==> src/rtl/cache_line_xfer.sv <==
// Cache-miss line mover: optional victim writeback (SRAM -> memory), then line fill (memory -> SRAM).
// Define CACHE_CRIT_WORD_FIRST_EN to start the fill at the requested word and pulse crit_valid/crit_data.

module cache_line_xfer_lane (
  input  logic       clk,
  input  logic       rst,
  input  logic       ld_sram,
  input  logic       ld_mem,
  input  logic [7:0] sram_byte,
  input  logic [7:0] mem_byte,
  output logic [7:0] q
);
  always_ff @(posedge clk) begin
    if (!rst)         q <= '0;
    else if (ld_sram) q <= sram_byte;
    else if (ld_mem)  q <= mem_byte;
  end
endmodule

module cache_line_xfer #(
  parameter int LANES      = 4,
  parameter int LINE_WORDS = 32,
  parameter int ROW_W      = 9,
  parameter int ADDR_W     = 32
) (
  input  logic                  clk,
  input  logic                  rst,
  input  logic                  req_valid,
  output logic                  req_rdy,
  input  logic                  req_evict,
  input  logic [ADDR_W-1:0]     req_evict_addr,
  input  logic [ADDR_W-1:0]     req_fill_addr,
  input  logic [ROW_W-1:0]      req_row,
  output logic                  done,
  output logic                  mem_ren,
  output logic                  mem_wen,
  output logic [ADDR_W-1:0]     mem_addr,
  output logic [8*LANES-1:0]    mem_din,
  input  logic [8*LANES-1:0]    mem_dout,
  input  logic                  mem_ack,
  output logic [ROW_W-1:0]      sram_addr,
  output logic [8*LANES-1:0]    sram_din,
  input  logic [8*LANES-1:0]    sram_dout,
  output logic [LANES-1:0]      sram_sense_en,
  output logic [LANES-1:0]      sram_wen,
  output logic                  crit_valid,
  output logic [8*LANES-1:0]    crit_data
);
  localparam int CW = $clog2(LINE_WORDS);
  localparam int LB = $clog2(LANES);
  localparam logic [ADDR_W-1:0] LINE_MASK = ~((ADDR_W'(1) << (CW + LB)) - ADDR_W'(1));
  localparam logic [ROW_W-1:0]  ROW_MASK  = ~((ROW_W'(1) << CW) - ROW_W'(1));

  typedef enum logic [2:0] {IDLE, EV_RD, EV_WR, FL_RD, FL_WR, DONE_S} state_t;

  state_t state, nxt;
  logic [CW-1:0]     cnt, cnt_nxt, start, req_start;
  logic [ADDR_W-1:0] ev_base, fl_base;
  logic [ROW_W-1:0]  row_base;
  logic              ev_first, accept, ld_sram, ld_mem;
  logic [LANES-1:0][7:0] wbuf;

`ifdef CACHE_CRIT_WORD_FIRST_EN
  assign req_start = req_fill_addr[CW+LB-1:LB];
`else
  assign req_start = '0;
`endif

  for (genvar g = 0; g < LANES; g++) begin : g_lane
    cache_line_xfer_lane u_lane (
      .clk       (clk),
      .rst       (rst),
      .ld_sram   (ld_sram),
      .ld_mem    (ld_mem),
      .sram_byte (sram_dout[8*g +: 8]),
      .mem_byte  (mem_dout[8*g +: 8]),
      .q         (wbuf[g])
    );
  end

  always_ff @(posedge clk) begin
    if (!rst) state <= IDLE;
    else      state <= nxt;
  end

  always_ff @(posedge clk) begin
    if (!rst) begin
      cnt      <= '0;
      start    <= '0;
      ev_base  <= '0;
      fl_base  <= '0;
      row_base <= '0;
      ev_first <= 1'b0;
    end else begin
      cnt      <= cnt_nxt;
      ev_first <= (state == EV_RD);
      if (accept) begin
        ev_base  <= req_evict_addr & LINE_MASK;
        fl_base  <= req_fill_addr & LINE_MASK;
        row_base <= req_row & ROW_MASK;
        start    <= req_start;
      end
    end
  end

  always_comb begin
    nxt           = state;
    cnt_nxt       = cnt;
    accept        = 1'b0;
    ld_sram       = 1'b0;
    ld_mem        = 1'b0;
    req_rdy       = 1'b0;
    done          = 1'b0;
    mem_ren       = 1'b0;
    mem_wen       = 1'b0;
    mem_addr      = '0;
    mem_din       = '0;
    sram_addr     = '0;
    sram_din      = '0;
    sram_sense_en = '0;
    sram_wen      = '0;
    case (state)
      IDLE: begin
        req_rdy = 1'b1;
        if (req_valid) begin
          accept  = 1'b1;
          cnt_nxt = req_evict ? '0 : req_start;
          nxt     = req_evict ? EV_RD : FL_RD;
        end
      end
      EV_RD: begin
        sram_addr     = row_base + ROW_W'(cnt);
        sram_sense_en = '1;
        nxt           = EV_WR;
      end
      EV_WR: begin
        // SRAM data is only live in the first cycle; forward it then, replay the captured copy after.
        mem_wen  = 1'b1;
        mem_addr = ev_base + (ADDR_W'(cnt) << LB);
        mem_din  = ev_first ? sram_dout : wbuf;
        ld_sram  = ev_first;
        if (mem_ack) begin
          if (cnt == CW'(LINE_WORDS - 1)) begin
            cnt_nxt = start;
            nxt     = FL_RD;
          end else begin
            cnt_nxt = cnt + CW'(1);
            nxt     = EV_RD;
          end
        end
      end
      FL_RD: begin
        mem_ren  = 1'b1;
        mem_addr = fl_base + (ADDR_W'(cnt) << LB);
        if (mem_ack) begin
          ld_mem = 1'b1;
          nxt    = FL_WR;
        end
      end
      FL_WR: begin
        sram_wen  = '1;
        sram_addr = row_base + ROW_W'(cnt);
        sram_din  = wbuf;
        cnt_nxt   = cnt + CW'(1);
        // counter wraps inside the line, so returning to start means every word is written
        nxt       = (cnt_nxt == start) ? DONE_S : FL_RD;
      end
      DONE_S: begin
        done = 1'b1;
        nxt  = IDLE;
      end
      default: nxt = IDLE;
    endcase
  end

`ifdef CACHE_CRIT_WORD_FIRST_EN
  logic fl_first, crit_q;

  always_ff @(posedge clk) begin
    if (!rst) begin
      fl_first <= 1'b0;
      crit_q   <= 1'b0;
    end else begin
      if (accept)                        fl_first <= 1'b1;
      else if (state == FL_RD && mem_ack) fl_first <= 1'b0;
      crit_q <= (state == FL_RD) && mem_ack && fl_first;
    end
  end

  assign crit_valid = crit_q;
  assign crit_data  = crit_q ? wbuf : '0;
`else
  assign crit_valid = 1'b0;
  assign crit_data  = '0;
`endif

endmodule

==> config.mk <==
export PLATFORM = sky130hd
export DESIGN_NAME = cache_line_xfer
export DESIGN_NICKNAME = d
export VERILOG_FILES = /design/src/rtl/cache_line_xfer.sv
export SDC_FILE = /design/constraint.sdc
export NUM_CORES = 1
export LEC_CHECK = 0
export BUFFER_PORTS_ARGS = -buffer_cell sky130_fd_sc_hd__buf_2
export CAP_MARGIN = 20
export CELL_PAD_IN_SITES_DETAIL_PLACEMENT = 0
export CELL_PAD_IN_SITES_GLOBAL_PLACEMENT = 1
export CORE_MARGIN = 3
export CORE_UTILIZATION = 31
export DETAILED_ROUTE_END_ITERATION = 6
export PLACE_DENSITY = 0.84
export SLEW_MARGIN = 10
export SYNTH_ARGS = -nofsm -noshare
export SYNTH_HDL_FRONTEND = slang
export SYNTH_SLANG_ARGS = --single-unit
==> constraint.sdc <==
create_clock -name clk -period 2.2 [get_ports clk]
set_input_delay 0.11 -clock clk [delete_from_list [all_inputs] [get_ports clk]]
set_output_delay 0.11 -clock clk [all_outputs]
set_load 0.01 [all_outputs]
==> results.md, run 1 <==
- RSZ-0062 raised after global routing: no
- Seq cells post-synth: 95
- Total GRT Usage: 16.0%
- CTS sink cnt: 95
- Max Freq: 0.504 GHz
- Ratio of cells with drive above 1 in the final layout: 30.0%
- Drt wl/cell: 13.9 um
- Final hold slack: 0.0186 ns
- Clock Latency Late Sink: 0.35 ns
- DIE HEIGHT: 136 um
- Setup Viol. Count Final: 0
- Cell taking the most area after synthesis: dfxtp_1
- Dpl ws: 0.228 ns
- Vias in the first global route: 4792
- Placer Congestion: 0.814
- Syn Area/Cell: 7.87 um2
- Die Area: 0.0186 mm2
- Final hold viol count: 0
- PnR worst setup slack: 0.214 ns
- I/O Pins: 292
- Antenna-violating nets left: 0
- Largest net degree at the start of global routing: 65
- CP Capture Type: register
- Leakage: 3.29 nW
- Synth async-reset ratio: 0%
- Setup TNS: 0 ns
- Iter 0 DRT Violations: 151
- First-pass GRT wire length: 24.0 mm
- Via density: 4.59
- First-pass DRT Iterations: 6
- MaxCap Viol Count: 0
- Final Max Tran Viols: 0
- Fin crit period: 1.99 ns
- Tightest Pin Transition: 0.594 ns
- P per Cell Area: 672 mW/mm2
- Synthesized area: 0.00528 mm2
- Global route overflow: 0
- IO Port Bufs: 237
- Status: finished clean
- Sequential fraction of the synthesis area: 36.0%
- Cell variety after synth: 42
- Relative slew slack: 60.4%
- Critical path arrival: 2.29 ns
- Drc violations: 0
- Yosys top cell area share: 36.0%
- Core area: 0.0166 mm2
- Synth warn: 0
- Synth area leaders: dfxtp_1 (36%), mux2i_1 (17%), a21oi_1 (8.6%)
- Cells after synthesis: 671
- Critical Path RT: 2.50 ns
- Total Wirelength: 16.0 mm
- Chip Width: 136 um
- Hold WC Path Type: input pin to register
- # diodes: 0
- CP Class: register to register
- Detailed-route via count: 5271
- EDFF count, synth: 0
- Type of origin of the critical path: register
- Peak VDD IR: 0.325 mV
- Initial antenna violation count: 0
- Area delta synth->final: 38.2%
- Layout filler cell count: 1710
- Clock tree root driver cell: clkbuf_16
- CTS tree: built
- Clock slew at reported path FFs: 0.07 ns
- Most used DFF post-synth: dfxtp_1
- Rows: 47
- Initial core utilization: 31.7%
- Worst Clk Skew: 0.0117 ns
- Final period utilization: 90.3%
- CTS Buffer Depth: 2
- Dpl hpwl: 11.2 mm
- Number of CTS-inserted buffers: 9
- Worst-path maximum fanout: 7
- Nets: 1068
- H-tree depth: 3
[cells by family after synthesis]
| group | after synthesis | share of synthesized area, % |
|---|---|---|
| adder cells (fa/ha/maj) | 2 | 0.474 |
| multiplexers | 91 | 17.3 |
| other | 1 | 0.0710 |
| buffers and inverters | 95 | 11.0 |
| AO/OA/AOI/OAI | 139 | 13.9 |
| flip-flops | 95 | 36.0 |
| AND/OR/NAND/NOR | 246 | 20.9 |
| XOR/XNOR | 2 | 0.332 |
[repair_timing]
item	in CTS	in global routing
hold buffers	48	0
gates resized for setup	0	1
buffers inserted	0	0
hold endpoints to repair	48	0
endpoints found under the setup margin	0	2
[Yosys cell counts, drive strengths merged (2+ instances only)]
| library cell | n |
|---|---|
| nand2 | 114 |
| dfxtp | 95 |
| a21oi | 91 |
| mux2i | 90 |
| nor2 | 66 |
| buf | 65 |
| and2 | 47 |
| o21ai | 35 |
| clkbuf | 26 |
| nand3 | 5 |
| inv | 4 |
| nand2b | 4 |
| a211oi | 3 |
| a21o | 2 |
| and3 | 2 |
| ha | 2 |
| nor3 | 2 |
[where the power goes]
group	leakage [nW]	total [mW]	internal [mW]	switching [mW]
Combinational	2.36	1.29	0.544	0.745
Sequential	0.776	1.99	1.89	0.107
Clock	0.154	1.62	0.921	0.701
Total	3.29	4.90	3.35	1.55
[critical path, stage by stage, from the launching register on]
cell and delay, ns:
dfxtp_1 0.37, ha_1 0.26, and3_1 0.20, ha_1 0.20
nand4bb_1 0.19, a211oi_1 0.48, mux2_2 0.24
[final cells by class]
type | instances | area (um2) | area share (%)
clock buffer | 10 | 239 | 3.28
clock inverter | 6 | 66.3 | 0.909
inverter | 4 | 15.0 | 0.206
multi-input combinational | 515 | 2940 | 40.2
sequential | 95 | 1910 | 26.1
tap | 220 | 275 | 3.77
timing repair buffer | 299 | 1860 | 25.5
[metal layers]
| layer | vias to the layer above | GRT usage, % | share of wire [%] |
|---|---|---|---|
| met5 | - | 0 | 0 |
| met4 | 0 | 5.04 | 1.2 |
| met3 | 11 | 4.60 | 8.9 |
| met2 | 194 | 26.8 | 47 |
| met1 | 2400 | 19.8 | 43 |
| li1 | 2666 | - | - |
[final timing paths]
check,endpoint,slack (ns),from,cells past startpoint
worst max-delay path,cnt[0],0.21,cnt[0],6
worst min-delay path,fl_base[8],0.02,req_fill_addr[8],3
worst max register to register,cnt[0],0.21,cnt[0],6
worst min register to register,row_base[6],0.45,row_base[6],2
[sequential cells by signal, summed over array words and instances, names as in the netlist]
signal,flops
cnt,5
ev_first,1
fl_base,25
row_base,4
ev_base,25
state,3
g_lane.u_lane.q,32
[cells in the final DEF (no fill, tap or decap), types with 9 or more instances in the layout]
master and n:
and2_1 46, dlygate4sd3_1 48, conb_1 35, o21ai_0 34
nor2_1 64, dfxtp_1 92, nand2_1 113, buf_2 237
mux2i_1 90, clkbuf_16 9, a21oi_1 91
[through the flow]
step / cells / area (um2) / power (mW) / util [%]
floorplan: 705 / 5410 / 2.88 / -
global placement: 1085 / 6510 / 3.24 / 39.1
detailed placement: 1085 / 6510 / 3.26 / 39.1
CTS: 1149 / 7290 / 4.97 / 43.8
global route: 1149 / 7300 / 5.20 / 43.8
finish: 1149 / 7300 / 4.90 / 43.8
No activity file was read; power rests on OpenSTA's default activity.
==> inputs of run 2 (changes only) <==
==> config.mk (replaced) <==
export PLATFORM = sky130hd
export DESIGN_NAME = cache_line_xfer
export DESIGN_NICKNAME = d
export VERILOG_FILES = /design/src/rtl/cache_line_xfer.sv
export SDC_FILE = /design/constraint.sdc
export NUM_CORES = 1
export LEC_CHECK = 0
export CAP_MARGIN = 20
export CELL_PAD_IN_SITES_DETAIL_PLACEMENT = 0
export CELL_PAD_IN_SITES_GLOBAL_PLACEMENT = 1
export CORE_ASPECT_RATIO = 0.75
export CORE_UTILIZATION = 44
export DETAILED_ROUTE_END_ITERATION = 6
export DONT_BUFFER_PORTS = 1
export PLACE_DENSITY = 0.83
export SLEW_MARGIN = 10
export SYNTH_ARGS = -nofsm -noshare
export SYNTH_HDL_FRONTEND = slang
export SYNTH_SLANG_ARGS = --single-unit
==> results.md, run 2 (synthesis gave the netlist of run 1 again) <==
- CP Launch Point: state[2] (was cnt[0])
- Placed instance area: 0.00523 mm2 (was 0.00651 mm2)
- IO Port Bufs: 0 (was 237)
- Leakage: 2.45 nW (was 3.29 nW)
- Chip Width: 128 um (was 136 um)
- Placer Congestion: 0.886 (was 0.814)
- WP buf/inv: 1 (was 0)
- Number of CTS-inserted buffers: 9 (unchanged)
- First-pass GRT wire length: 23.0 mm (was 24.0 mm)
- R2r startpoint: cnt[0] (unchanged)
- Relative slew slack: 29.9% (was 60.4%)
- Setup Viol. Count Final: 0 (unchanged)
- Largest net degree at the start of global routing: 65 (unchanged)
- Critical path arrival: 1.92 ns (was 2.29 ns)
- Nets: 901 (was 1068)
- Final Max Tran Viols: 0 (unchanged)
- CP Capture Type: primary output (was register)
- Area delta synth->final: 26.8% (was 38.2%)
- Logic pwr share: 25.4% (was 26.3%)
- DIE HEIGHT: 96.9 um (was 136 um)
- Status: finished clean (unchanged)
- Clock tree root driver cell: clkbuf_16 (unchanged)
- Core area: 0.0117 mm2 (was 0.0166 mm2)
- Worst R2R Path Depth: 7 (was 6)
- Critical Path End: sram_din[20] (was cnt[0])
- Post-CTS Setup Bufs: 0 (unchanged)
- Reg power frac: 41.8% (was 40.6%)
- Detailed-route via count: 4867 (was 5271)
- H-tree depth: 3 (unchanged)
- Fin crit period: 2.03 ns (was 1.99 ns)
- Total Wirelength: 14.5 mm (was 16.0 mm)
- CTS Buffer Depth: 2 (unchanged)
- Initial antenna violation count: 0 (unchanged)
- Commonest non-fill, non-tap cell in the layout: dlygate4sd3_1 (was buf_2)
- Critical Path RT: 2.09 ns (was 2.50 ns)
- Total GRT Usage: 23.0% (was 16.0%)
- Worst-path maximum fanout: 38 (was 7)
- Via density: 5.27 (was 4.59)
- RSZ-0062 raised after global routing: no (unchanged)
- Hold Crit Start: sram_dout[31] (was req_fill_addr[8])
- Worst Clk Skew: 0.00535 ns (was 0.0117 ns)
- Clock slew at reported path FFs: 0.06 ns (was 0.07 ns)
- Biggest regs: g_lane.u_lane.q (32), ev_base (25), fl_base (25) (unchanged)
- Final period utilization: 92.5% (was 90.3%)
- Dpl ws: 0.244 ns (was 0.228 ns)
- Drc violations: 0 (unchanged)
- MaxCap Viol Count: 0 (unchanged)
- CP delay by family, top: simple AND/OR/NAND/NOR gates (was compound AO/OA/AOI/OAI gates)
- CTS tree: built (unchanged)
- Largest register by flop count: g_lane.u_lane.q (unchanged)
- Die Area: 0.0124 mm2 (was 0.0186 mm2)
- FF-to-FF End: cnt[2] (was cnt[0])
- CP max-delay cell: dfxtp_1 (was a211oi_1)
- Clock Latency Late Sink: 0.34 ns (was 0.35 ns)
- Rows: 34 (was 47)
- Ratio of cells with drive above 1 in the final layout: 5.51% (was 30.0%)
- CP Cell Sequence: nand2b_1, nor2_2, buf_6, and2_1 (was ha_1, and3_1, ha_1, nand4bb_1, a211oi_1, mux2_2)
- CTS sink cnt: 95 (unchanged)
- CP Class: register to primary output (was register to register)
- Peak VDD IR: 0.398 mV (was 0.325 mV)
- Max Freq: 0.491 GHz (was 0.504 GHz)
- Type of origin of the critical path: register (unchanged)
- Setup TNS: 0 ns (unchanged)
- Largest register FFs: 32 (unchanged)
- First-pass DRT Iterations: 4 (was 6)
- Power Internal: 3.30 mW (was 3.35 mW)
- Iter 0 DRT Violations: 242 (was 151)
- Critical Path Stages: 4 (was 6)
- Final hold viol count: 0 (unchanged)
- Vias in the first global route: 4859 (was 4792)
- Layout filler cell count: 1086 (was 1710)
- Slowest stage delay, CP: 0.59 ns (was 0.48 ns)
- Dpl hpwl: 8.85 mm (was 11.2 mm)
- Sw Ratio: 30.8% (was 31.7%)
- Clock power share: 32.8% (was 33.1%)
- P per Cell Area: 712 mW/mm2 (was 672 mW/mm2)
- PnR worst setup slack: 0.165 ns (was 0.214 ns)
- Drt wl/cell: 15.7 um (was 13.9 um)
- Design area: 0.00669 mm2 (was 0.00730 mm2)
- Most frequent cells in the layout: dlygate4sd3_1 (116), nand2_1 (113), dfxtp_1 (93) (was buf_2 (237), nand2_1 (113), dfxtp_1 (92))
- R2r setup slk: 0.18 ns (was 0.21 ns)
- Initial core utilization: 45.3% (was 31.7%)
- # diodes: 0 (unchanged)
- P_sw: 1.47 mW (was 1.55 mW)
- Global route overflow: 0 (unchanged)
- Antenna-violating nets left: 0 (unchanged)
- Hold WC Path Type: input pin to register (unchanged)
- I/O Pins: 292 (unchanged)
- Tightest Pin Transition: 1.05 ns (was 0.594 ns)
[run 2: changes by cell type in the layout (fill, tap and decap cells not counted), sizes merged]
cell         before  now
buf             251   16
clkbuf           10   11
clkinvlp          0    1
dlygate4sd3      48  116
inv               7    5
[run 2: cell type report]
| class | instances | area [um2] | share of cell area [%] |
|---|---|---|---|
| Multi-Input combinational cell | 515 | 2940 | 43.9 |
| Tap cell | 162 | 203 | 3.03 |
| Inverter | 4 | 15.0 | 0.224 |
| Clock buffer | 11 | 243 | 3.63 |
| Sequential cell | 95 | 1900 | 28.5 |
| Clock inverter | 5 | 56.3 | 0.841 |
| Timing Repair Buffer | 132 | 1340 | 20.0 |
[run 2: repair_timing]
action,4_1_cts,5_1_grt
resized for setup,0,1
hold buffers,116,0
setup endpoints to repair,0,32
endpoints found under the hold margin,90,0
[run 2: worst min path at each step]
stage | to | slack (ns) | depth (start not counted)
4_1_cts | g_lane[3].u_lane.q[7] | 0.001 | 2
2_1_floorplan | state[1] | 0.23 | 1
3_5_place_dp | state[1] | 0.25 | 1
6_report | g_lane[3].u_lane.q[7] | 0.006 | 2
3_3_place_gp | state[1] | 0.24 | 1
5_1_grt | g_lane[0].u_lane.q[0] | 0.02 | 2
[run 2: power groups by stage]
stage | Sequential (mW) | Combinational, mW | Clock (mW)
4_1_cts | 1.99 | 1.20 | 1.61
3_3_place_gp | 2.02 | 0.989 | 0
6_report | 1.99 | 1.21 | 1.56
3_5_place_dp | 2.03 | 1.02 | 0
2_1_floorplan | 1.99 | 0.888 | 0
5_1_grt | 2.01 | 1.33 | 1.68
[run 2: layer usage]
| metal | part of all wire (%) | global-route usage [%] |
|---|---|---|
| met5 | 0 | 0 |
| met4 | 1.9 | 7.51 |
| met3 | 5.4 | 4.70 |
| met1 | 41 | 26.5 |
| met2 | 51 | 42.0 |
[run 2: metrics by stage]
stage	std cells	power [mW]	utilization, %	hold WS, ns
floorplan	705	2.88	-	0.230
global placement	792	3.01	44.8	0.237
detailed placement	792	3.05	44.8	0.248
CTS	924	4.80	57.4	0.00128
global route	924	5.02	57.4	0.0160
finish	924	4.77	57.4	0.00637
==> inputs of run 3 (changes only) <==
--- a/config.mk
+++ b/config.mk
@@ -9,6 +9,7 @@
 export CELL_PAD_IN_SITES_DETAIL_PLACEMENT = 0
 export CELL_PAD_IN_SITES_GLOBAL_PLACEMENT = 1
 export CORE_ASPECT_RATIO = 0.75
+export CORE_MARGIN = 8
 export CORE_UTILIZATION = 44
 export DETAILED_ROUTE_END_ITERATION = 6
 export DONT_BUFFER_PORTS = 1
==> results.md, run 3 (synthesis gave the netlist of run 1 again) <==
- H-tree depth: 3 (unchanged)
- First-pass DRT Iterations: 4 (unchanged)
- Number of CTS-inserted buffers: 9 (unchanged)
- Rows: 34 (unchanged)
- CP Capture Type: register (was primary output)
- Antenna-violating nets left: 0 (unchanged)
- Leakage: 2.45 nW (about the same)
- Critical path arrival: 2.26 ns (was 1.92 ns)
- Status: finished clean (unchanged)
- Clock slew at reported path FFs: 0.06 ns (about the same)
- Largest register by flop count: g_lane.u_lane.q (unchanged)
- Core area: 0.0117 mm2 (unchanged)
- Initial antenna violation count: 3 (was 0)
- Global route overflow: 0 (unchanged)
- Worst R2R Path Depth: 6 (was 7)
- Tightest Pin Transition: 0.558 ns (was 1.05 ns)
- R2r setup slk: 0.22 ns (was 0.18 ns)
- Iter 0 DRT Violations: 322 (was 242)
- Initial core utilization: 45.3% (unchanged)
- Vias in the first global route: 5038 (was 4859)
- Setup TNS: 0 ns (unchanged)
- DIE HEIGHT: 111 um (was 96.9 um)
- Total Wirelength: 16.3 mm (was 14.5 mm)
- Drt wl/cell: 17.6 um (was 15.7 um)
- Dpl hpwl: 10.8 mm (was 8.85 mm)
- Detailed-route via count: 4852 (was 4867)
- Setup Viol. Count Final: 0 (unchanged)
- CTS Buffer Depth: 2 (unchanged)
- Inst Count DP: 791 (was 792)
- MaxCap Viol Count: 0 (unchanged)
- Wire length on met1: 6.36 mm (was 6.02 mm)
- Ratio of cells with drive above 1 in the final layout: 5.53% (was 5.51%)
- Die Area: 0.0158 mm2 (was 0.0124 mm2)
- CP Launch Point: cnt[0] (was state[2])
- Clock tree root driver cell: clkbuf_16 (unchanged)
- Chip Width: 142 um (was 128 um)
- CTS sink cnt: 95 (unchanged)
- RSZ-0062 raised after global routing: no (unchanged)
- Clock Latency Late Sink: 0.34 ns (about the same)
- I/O Pins: 292 (unchanged)
- Metal3 WL: 1.26 mm (was 785 um)
- Critical Path RT: 2.48 ns (was 2.09 ns)
- Drc violations: 0 (unchanged)
- R2r startpoint: cnt[0] (unchanged)
- P per Cell Area: 730 mW/mm2 (was 712 mW/mm2)
- Via density: 5.25 (was 5.27)
- CP Class: register to register (was register to primary output)
- Placed instance area: 0.00522 mm2 (was 0.00523 mm2)
- IO Port Bufs: 0 (unchanged)
- Area delta synth->final: 27.0% (was 26.8%)
- Most frequent cells in the layout: nand2_1 (114), dlygate4sd3_1 (113), dfxtp_1 (92) (was dlygate4sd3_1 (116), nand2_1 (113), dfxtp_1 (93))
- Type of origin of the critical path: register (unchanged)
- Design area: 0.00671 mm2 (was 0.00669 mm2)
- Largest net degree at the start of global routing: 65 (unchanged)
- Final Max Tran Viols: 0 (unchanged)
- Nets: 898 (was 901)
- Final hold viol count: 0 (unchanged)
- Relative slew slack: 62.8% (was 29.9%)
- Worst Clk Skew: 0.00747 ns (was 0.00535 ns)
- Placer Congestion: 0.862 (was 0.886)
- Max Freq: 0.504 GHz (was 0.491 GHz)
- Final period utilization: 90.2% (was 92.5%)
- DR top layer: met4 (unchanged)
- Total GRT Usage: 19.8% (was 23.0%)
- First-pass GRT wire length: 25.8 mm (was 23.0 mm)
- Biggest regs: g_lane.u_lane.q (32), ev_base (25), fl_base (25) (unchanged)
- Post-Layout Cell Count: 924 (unchanged)
- Worst-path maximum fanout: 7 (was 38)
- Routed wl met2: 8.26 mm (was 7.44 mm)
- Hold WC Path Type: input pin to register (unchanged)
- Fin crit period: 1.98 ns (was 2.03 ns)
- Post-CTS Setup Bufs: 0 (unchanged)
- Commonest non-fill, non-tap cell in the layout: nand2_1 (was dlygate4sd3_1)
- Largest register FFs: 32 (unchanged)
- Peak VDD IR: 0.399 mV (was 0.398 mV)
- Critical Path End: cnt[0] (was sram_din[20])
- Final hold slack: 0.00751 ns (was 0.00637 ns)
- CTS tree: built (unchanged)
- FF-to-FF End: cnt[0] (was cnt[2])
[run 3: what timing repair did]
item	in CTS	in global routing
hold buffers	113	0
hold endpoints to repair	90	0
endpoints found under the setup margin	0	32
gates resized for setup	0	1
[run 3: area by class of cell]
class                      count  area [um2]
fill                        1004        4950
multi-input combinational    515        2930
sequential                    95        1910
timing repair buffer         129        1320
clock buffer                  10         229
tap                          162         203
clock inverter                 6        92.6
inverter                       4        15.0
antenna                        3        7.51
[run 3: metal layers]
| layer | GRT usage, % | vias up |
|---|---|---|
| met5 | 0 | - |
| met4 | 7.98 | 0 |
| met3 | 5.94 | 36 |
| met2 | 34.4 | 196 |
| met1 | 22.1 | 2282 |
| li1 | - | 2338 |
[run 3: report_power, final]
part,switching (mW),internal [mW],total [mW]
registers,0.113,1.89,2.00
clock network,0.677,1.00,1.68
logic,0.710,0.503,1.21
total,1.50,3.39,4.89
[run 3: worst min path at each step]
stage,startpoint,depth (start not counted),end
CTS,mem_dout[30],2,g_lane[3].u_lane.q[6]
finish,mem_dout[30],2,g_lane[3].u_lane.q[6]
global route,mem_dout[30],2,g_lane[3].u_lane.q[6]
detailed placement,mem_ack,1,state[1]
floorplan,mem_ack,1,state[1]
global placement,mem_ack,1,state[1]
[run 3: critical path: stages, from the launching register on]
cell and delay (ns):
dfxtp_1 0.37, ha_1 0.27, and3_1 0.20, ha_1 0.20, nand4bb_1 0.19, a211oi_1 0.45
mux2_2 0.25
[run 3: metrics by stage]
step	setup WS [ns]	util [%]	power (mW)
after floorplan	0.433	-	2.88
after global placement	0.330	44.8	3.02
after detailed placement	0.259	44.8	3.06
after CTS	0.0693	57.2	4.92
after global routing	0.0494	57.5	5.15
final	0.217	57.5	4.89
